`src/rtl/axi_err_capture.sv`:
```
// Passive AXI4 error monitor: tracks outstanding requests by ID, captures the
// first errored R/B response, keeps saturating error counters and per-hart irqs.
module axi_err_capture #(
    parameter int unsigned IdWidth   = 5,
    parameter int unsigned AddrWidth = 64,
    parameter int unsigned UserWidth = 2,
    parameter int unsigned NumHarts  = 4,
    parameter int unsigned CntWidth  = 16
) (
    input  logic                 clk_i,
    input  logic                 rst_ni,
    input  logic                 ar_valid_i,
    input  logic                 ar_ready_i,
    input  logic [IdWidth-1:0]   ar_id_i,
    input  logic [AddrWidth-1:0] ar_addr_i,
    input  logic [UserWidth-1:0] ar_user_i,
    input  logic                 aw_valid_i,
    input  logic                 aw_ready_i,
    input  logic [IdWidth-1:0]   aw_id_i,
    input  logic [AddrWidth-1:0] aw_addr_i,
    input  logic [UserWidth-1:0] aw_user_i,
    input  logic                 r_valid_i,
    input  logic                 r_ready_i,
    input  logic                 r_last_i,
    input  logic [IdWidth-1:0]   r_id_i,
    input  logic [1:0]           r_resp_i,
    input  logic                 b_valid_i,
    input  logic                 b_ready_i,
    input  logic [IdWidth-1:0]   b_id_i,
    input  logic [1:0]           b_resp_i,
    input  logic                 clear_i,
    output logic                 err_valid_o,
    output logic                 err_is_write_o,
    output logic [AddrWidth-1:0] err_addr_o,
    output logic [IdWidth-1:0]   err_id_o,
    output logic [1:0]           err_resp_o,
    output logic [UserWidth-1:0] err_hart_o,
    output logic                 overflow_o,
    output logic [CntWidth-1:0]  r_err_cnt_o,
    output logic [CntWidth-1:0]  b_err_cnt_o,
    output logic [NumHarts-1:0]  irq_o
);

    localparam int unsigned Depth = 2 ** IdWidth;

    logic [Depth-1:0]     rd_vld_q, rd_vld_d;
    logic [Depth-1:0]     wr_vld_q, wr_vld_d;
    logic [Depth-1:0]     rerr_q, rerr_d;
    logic [AddrWidth-1:0] rd_addr_q [Depth];
    logic [AddrWidth-1:0] wr_addr_q [Depth];
    logic [UserWidth-1:0] rd_user_q [Depth];
    logic [UserWidth-1:0] wr_user_q [Depth];

    logic                 ar_hs_c, aw_hs_c, r_hs_c, b_hs_c;
    logic                 r_err_c, b_err_c, r_txn_err_c;
    logic                 cap_free_c, r_load_c, b_load_c, ovf_set_c;
    logic [AddrWidth-1:0] ld_addr_c;
    logic [UserWidth-1:0] ld_hart_c;
    logic [NumHarts-1:0]  hart_onehot_c;

    assign ar_hs_c = ar_valid_i & ar_ready_i;
    assign aw_hs_c = aw_valid_i & aw_ready_i;
    assign r_hs_c  = r_valid_i & r_ready_i;
    assign b_hs_c  = b_valid_i & b_ready_i;
    // SLVERR and DECERR both have resp[1] set
    assign r_err_c = r_hs_c & r_resp_i[1];
    assign b_err_c = b_hs_c & b_resp_i[1];
    assign r_txn_err_c = r_hs_c & r_last_i & (rerr_q[r_id_i] | r_err_c);

    // Completions retire the old entry before a same-cycle request reinstalls it
    always_comb begin
        rd_vld_d = rd_vld_q;
        wr_vld_d = wr_vld_q;
        rerr_d   = rerr_q;
        if (r_hs_c) begin
            if (r_last_i) begin
                rerr_d[r_id_i]   = 1'b0;
                rd_vld_d[r_id_i] = 1'b0;
            end else begin
                rerr_d[r_id_i] = rerr_q[r_id_i] | r_err_c;
            end
        end
        if (b_hs_c) begin
            wr_vld_d[b_id_i] = 1'b0;
        end
        if (ar_hs_c) begin
            rd_vld_d[ar_id_i] = 1'b1;
        end
        if (aw_hs_c) begin
            wr_vld_d[aw_id_i] = 1'b1;
        end
    end

    // Capture selection: R beats take priority over B in the same cycle
    always_comb begin
        cap_free_c = ~err_valid_o | clear_i;
        r_load_c   = r_err_c & cap_free_c;
        b_load_c   = b_err_c & cap_free_c & ~r_err_c;
        ovf_set_c  = (r_err_c & b_err_c) | ((r_err_c | b_err_c) & ~cap_free_c);
        ld_addr_c  = '0;
        ld_hart_c  = '0;
        if (r_load_c) begin
            if (rd_vld_q[r_id_i]) begin
                ld_addr_c = rd_addr_q[r_id_i];
                ld_hart_c = rd_user_q[r_id_i];
            end
        end else if (wr_vld_q[b_id_i]) begin
            ld_addr_c = wr_addr_q[b_id_i];
            ld_hart_c = wr_user_q[b_id_i];
        end
        hart_onehot_c = '0;
        for (int h = 0; h < int'(NumHarts); h++) begin
            hart_onehot_c[h] = (ld_hart_c == UserWidth'(h));
        end
    end

    // Table payload carries no reset; valid bits qualify every read
    always_ff @(posedge clk_i) begin
        if (ar_hs_c) begin
            rd_addr_q[ar_id_i] <= ar_addr_i;
            rd_user_q[ar_id_i] <= ar_user_i;
        end
        if (aw_hs_c) begin
            wr_addr_q[aw_id_i] <= aw_addr_i;
            wr_user_q[aw_id_i] <= aw_user_i;
        end
    end

    always_ff @(posedge clk_i or negedge rst_ni) begin
        if (!rst_ni) begin
            rd_vld_q <= '0;
            wr_vld_q <= '0;
            rerr_q   <= '0;
        end else begin
            rd_vld_q <= rd_vld_d;
            wr_vld_q <= wr_vld_d;
            rerr_q   <= rerr_d;
        end
    end

    always_ff @(posedge clk_i or negedge rst_ni) begin
        if (!rst_ni) begin
            err_valid_o    <= 1'b0;
            err_is_write_o <= 1'b0;
            err_addr_o     <= '0;
            err_id_o       <= '0;
            err_resp_o     <= '0;
            err_hart_o     <= '0;
            overflow_o     <= 1'b0;
            irq_o          <= '0;
        end else begin
            if (clear_i) begin
                err_valid_o <= 1'b0;
                overflow_o  <= 1'b0;
                irq_o       <= '0;
            end
            if (r_load_c || b_load_c) begin
                err_valid_o    <= 1'b1;
                err_is_write_o <= b_load_c;
                err_addr_o     <= ld_addr_c;
                err_id_o       <= r_load_c ? r_id_i : b_id_i;
                err_resp_o     <= r_load_c ? r_resp_i : b_resp_i;
                err_hart_o     <= ld_hart_c;
                irq_o          <= hart_onehot_c;
            end
            if (ovf_set_c) begin
                overflow_o <= 1'b1;
            end
        end
    end

    // Saturating counters, cleared only by reset
    always_ff @(posedge clk_i or negedge rst_ni) begin
        if (!rst_ni) begin
            r_err_cnt_o <= '0;
            b_err_cnt_o <= '0;
        end else begin
            if (r_txn_err_c && (r_err_cnt_o != '1)) begin
                r_err_cnt_o <= r_err_cnt_o + CntWidth'(1);
            end
            if (b_err_c && (b_err_cnt_o != '1)) begin
                b_err_cnt_o <= b_err_cnt_o + CntWidth'(1);
            end
        end
    end

endmodule

```
`config.mk`:
```
export PLATFORM = sky130hd
export DESIGN_NAME = axi_err_capture
export DESIGN_NICKNAME = d
export VERILOG_FILES = /design/src/rtl/axi_err_capture.sv
export SDC_FILE = /design/constraint.sdc
export NUM_CORES = 2
export LEC_CHECK = 0
export BUFFER_PORTS_ARGS = -buffer_cell sky130_fd_sc_hd__buf_2
export CAP_MARGIN = 20
export CORE_MARGIN = 2
export CORE_UTILIZATION = 44
export CTS_BUF_LIST = sky130_fd_sc_hd__clkbuf_8
export DETAILED_ROUTE_END_ITERATION = 8
export GPL_TIMING_DRIVEN = 0
export HOLD_SLACK_MARGIN = 0.15
export PLACE_DENSITY = 0.65
export RECOVER_POWER = 50
export SYNTH_ARGS = -nofsm -noshare
export SYNTH_HDL_FRONTEND = slang
export SYNTH_MEMORY_MAX_BITS = 65536
export SYNTH_SLANG_ARGS = --single-unit
```
`constraint.sdc`:
```
create_clock -name clk_i -period 5.7 [get_ports clk_i]
set_input_delay 0.57 -clock clk_i [delete_from_list [all_inputs] [get_ports clk_i]]
set_output_delay 0.57 -clock clk_i [all_outputs]
set_load 0.005 [all_outputs]
```
==> flow_summary_export.csv <==
group,metric,value,unit
synthesis,ys_types,67,
synthesis,yosysSeqAreaShare,78.7,%
critical_path,r2r-end,"err_addr_o[12]",
sta,slew_headroom,-113,%
place,place_worst_setup_slack,0.226,ns
sta,setup-violations-final,0,
critical_path,critical_path_depth,10,
critical_path,cp-start-kind,"input port",
sta,rsz0062_at_grt,"false",
routing,via_count,89800,
routing,wirelength,508000,um
critical_path,path_buf_inv,5,
critical_path,reg2reg_from,"wr_vld_q[2]",
layout,final_cell_mix,"edfxtp_1, mux4_2, clkbuf_8",
die,dieArea,386000,um2
pwr,p_per_area,331,nW/um2
pwr,p_leak,62.5,nW
clock_network,cts_htree_levels,6,
clock_network,cts_resized,0,
clock_network,cts_tree,"yes",
place,gp_congestion,0.880,
global_route,grt_usage,25.8,%
critical_path,critPathMaxStageDelay,1.02,ns
die,die_h,621,um
critical_path,reg2reg_slack,2.44,ns
sta,period_needed,4.32,ns
clock_network,numCtsBuffers,680,
routing,drtIter0Drc,13800,
critical_path,crit_top_cell,"buf_2",
place,post-dp-hpwl,341000,um
clock_network,cts_max_path_buffers,4,
critical_path,cp-endpoint,"err_addr_o[12]",
synthesis,syn_area,168000,um2
sta,hold_viol_final,0,
worst_hold_path,hp-class,"in -> reg",
synthesis,synth_top_area_share,75.6,%
routing,ant_nets,0,
critical_path,path_class,"in -> reg",
synthesis,avgSynthCellArea,22.6,um2
synthesis,synth_warnings,0,
sta,skew,0.0574,ns
place,placed_cells,13000,
critical_path,crit_arrival,5.35,ns
synthesis,synth_edf_count,4224,
die,die_w,621,um
sta,fmax,0.232,GHz
routing,dr.pass1.iters,8,
clock_network,clkTransAtPathRegs,0.06,ns
clock_network,clockRootBuffer,"clkbuf_8",
synthesis,syn-num-nets,7594,
die,rows,226,
global_route,antenna_found_initial,57,
status,violations,"design-rule violations, max-capacitance violations, max-slew violations",
synthesis,synthFlopType,"edfxtp_1",
global_route,grt_pass1_vias,89800,
global_route,grt_pass1_wl,697000,um
sta,whs,0.294,ns
global_route,gr-total-overflow,0,
synthesis,post-synth-top-area-cell,"edfxtp_1",
critical_path,worst-r2r-cell-count,7,
sta,setup_tns,0,ns
layout,fillers,29100,
sta,fin_ws,1.38,ns
status,status,"finished, violations left",
synthesis,syn_inst,7424,
synthesis,async_flop_share,4.69,%
place,port_buffers,274,
synthesis,synth-seq-cells,4432,
critical_path,cp_data_required_time,6.73,ns
critical_path,cp-startpoint,"r_id_i[1]",
global_route,grt_max_degree,115,
job,drv_cap,9,
routing,wl_per_cell,35.2,um
pwr,ir_drop,0.000262,V
routing,drc,4,
critical_path,crit_fanout,10,
routing,vias_per_cell,6.23,
clock_network,clk_latency,1.22,ns
layout,drive_gt1_share,27.7,%
layout,area_growth,16.6,%
sta,post-route-period-util,75.7,%
pwr,total_power,64.7,mW
critical_path,worst_path_max_delay_cell,"a22oi_1",
layout,layout_commonest_cell,"edfxtp_1",
critical_path,end_kind,"register",
die,design.core.area,379000,um2
synthesis,synthTopCellsByArea,"edfxtp_1, mux4_2, dfrtp_1, a22oi_1, o21ai_0",
clock_network,cts_sinks,4432,
sta,finalMaxSlewViolations,255,
die,start_util,44.2,%
layout,fin_nets,9016,
critical_path,crit_chain,"buf_2 > buf_2 > buf_2 > buf_2 > buf_1 > mux4_2 > a22oi_1 > nand4_1 > a22oi_1 > o21ai_0",
layout,final_cells,14400,
critical_path,critPathTopFamily,"buffers and inverters",
sta,tightest_slew,3.19,ns
die,num_io_pins,280,
## how the worst min path moves through the flow
stage | to | slack (ns) | depth (start not counted) | start
after floorplan | b_err_cnt_o[0] | 0.27 | 0 | rst_ni
after global placement | err_addr_o[32] | 0.47 | 2 | err_addr_o[32]
after detailed placement | err_addr_o[44] | 0.47 | 2 | err_addr_o[44]
after CTS | irq_o[1] | 0.18 | 5 | clear_i
after global routing | irq_o[2] | 0.31 | 5 | clear_i
final | irq_o[1] | 0.29 | 5 | clear_i
## Yosys cell counts (all sizes together) (4+ instances only)
cell type and instances:
or3b 9, o31ai 34, and2 6, nor2 106
or3 10, mux2i 68, o221ai 6, nand3 28
nand4 140, clkbuf 197, mux2 17, dfrtp 208
inv 8, xnor2 22, nand3b 11, and3 8
nand2 118, a21oi 18, mux4 1047, o22ai 12
nor2b 7, o21ai 227, edfxtp 4224, nand2b 9
and4 4, nor3 29, a22oi 567, xor2 6
buf 233
## what timing repair did
action,CTS,global route
endpoints found under the hold margin,4559,0
buffers inserted,0,0
endpoints found under the setup margin,0,0
hold buffers,192,0
## where the power goes
group	total [mW]	switching [mW]	leakage (nW)	internal [mW]
registers	36.3	0.194	40.7	36.1
clock network	24.4	12.4	7.09	12.0
logic	4.07	2.69	14.7	1.37
total	64.7	15.3	62.5	49.5
## registers in the layout, summed over array words and instances (netlist names), 4 cells and up
| register | count |
|---|---|
| rd_addr_q | 2048 |
| wr_addr_q | 2048 |
| err_addr_o | 64 |
| rd_user_q | 64 |
| wr_user_q | 64 |
| rd_vld_q | 32 |
| rerr_q | 32 |
| wr_vld_q | 32 |
| b_err_cnt_o | 16 |
| r_err_cnt_o | 16 |
| err_id_o | 5 |
| irq_o | 4 |
## area by class of cell
type | count | area [um2] | share of cell area (%)
inverters | 8 | 30.0 | 0.0154
plain buffers | 430 | 2200 | 1.12
diodes | 23 | 57.6 | 0.0294
clock buffers | 708 | 9740 | 4.98
multi-input cells | 2554 | 34000 | 17.4
flip-flops and latches | 4432 | 132000 | 67.5
repair buffers | 740 | 8710 | 4.46
well taps | 5016 | 6280 | 3.21
clock inverters | 505 | 2500 | 1.28
## tightest hold or removal path, stage by stage
cell and delay [ns]:
dlygate4sd3_1 0.53, buf_2 0.15, nor2_1 0.08, nand2_1 0.07, a21oi_1 0.06
## cells by family (layout without fill, tap and decap cells)
kind of cell	Yosys count	count (layout)	synth area share [%]
buf+inv	438	2391	1.31
other cells	0	23	0
flops	4432	4432	78.7
fa+ha+maj	2	2	0.0149
xor+xnor	28	28	0.146
mux	1132	1132	14.6
compound gates	896	896	3.68
simple gates	496	496	1.51
## per-layer routing
| layer | global-route usage [%] | part of all wire, % | vias up |
|---|---|---|---|
| met5 | 0 | 0.016 | - |
| met4 | 11.9 | 5.1 | 12 |
| met3 | 5.79 | 11 | 1128 |
| met2 | 42.0 | 49 | 6241 |
| met1 | 33.2 | 35 | 47600 |
| li1 | - | - | 34900 |
## per-stage QoR
stage,utilization [%],area [um2]
after floorplan,-,168000
after global placement,46.3,175000
after detailed placement,47.9,182000
after CTS,51.6,196000
after global routing,51.6,195000
final,51.6,196000
Note: power is estimated with default switching activity, not from simulation.
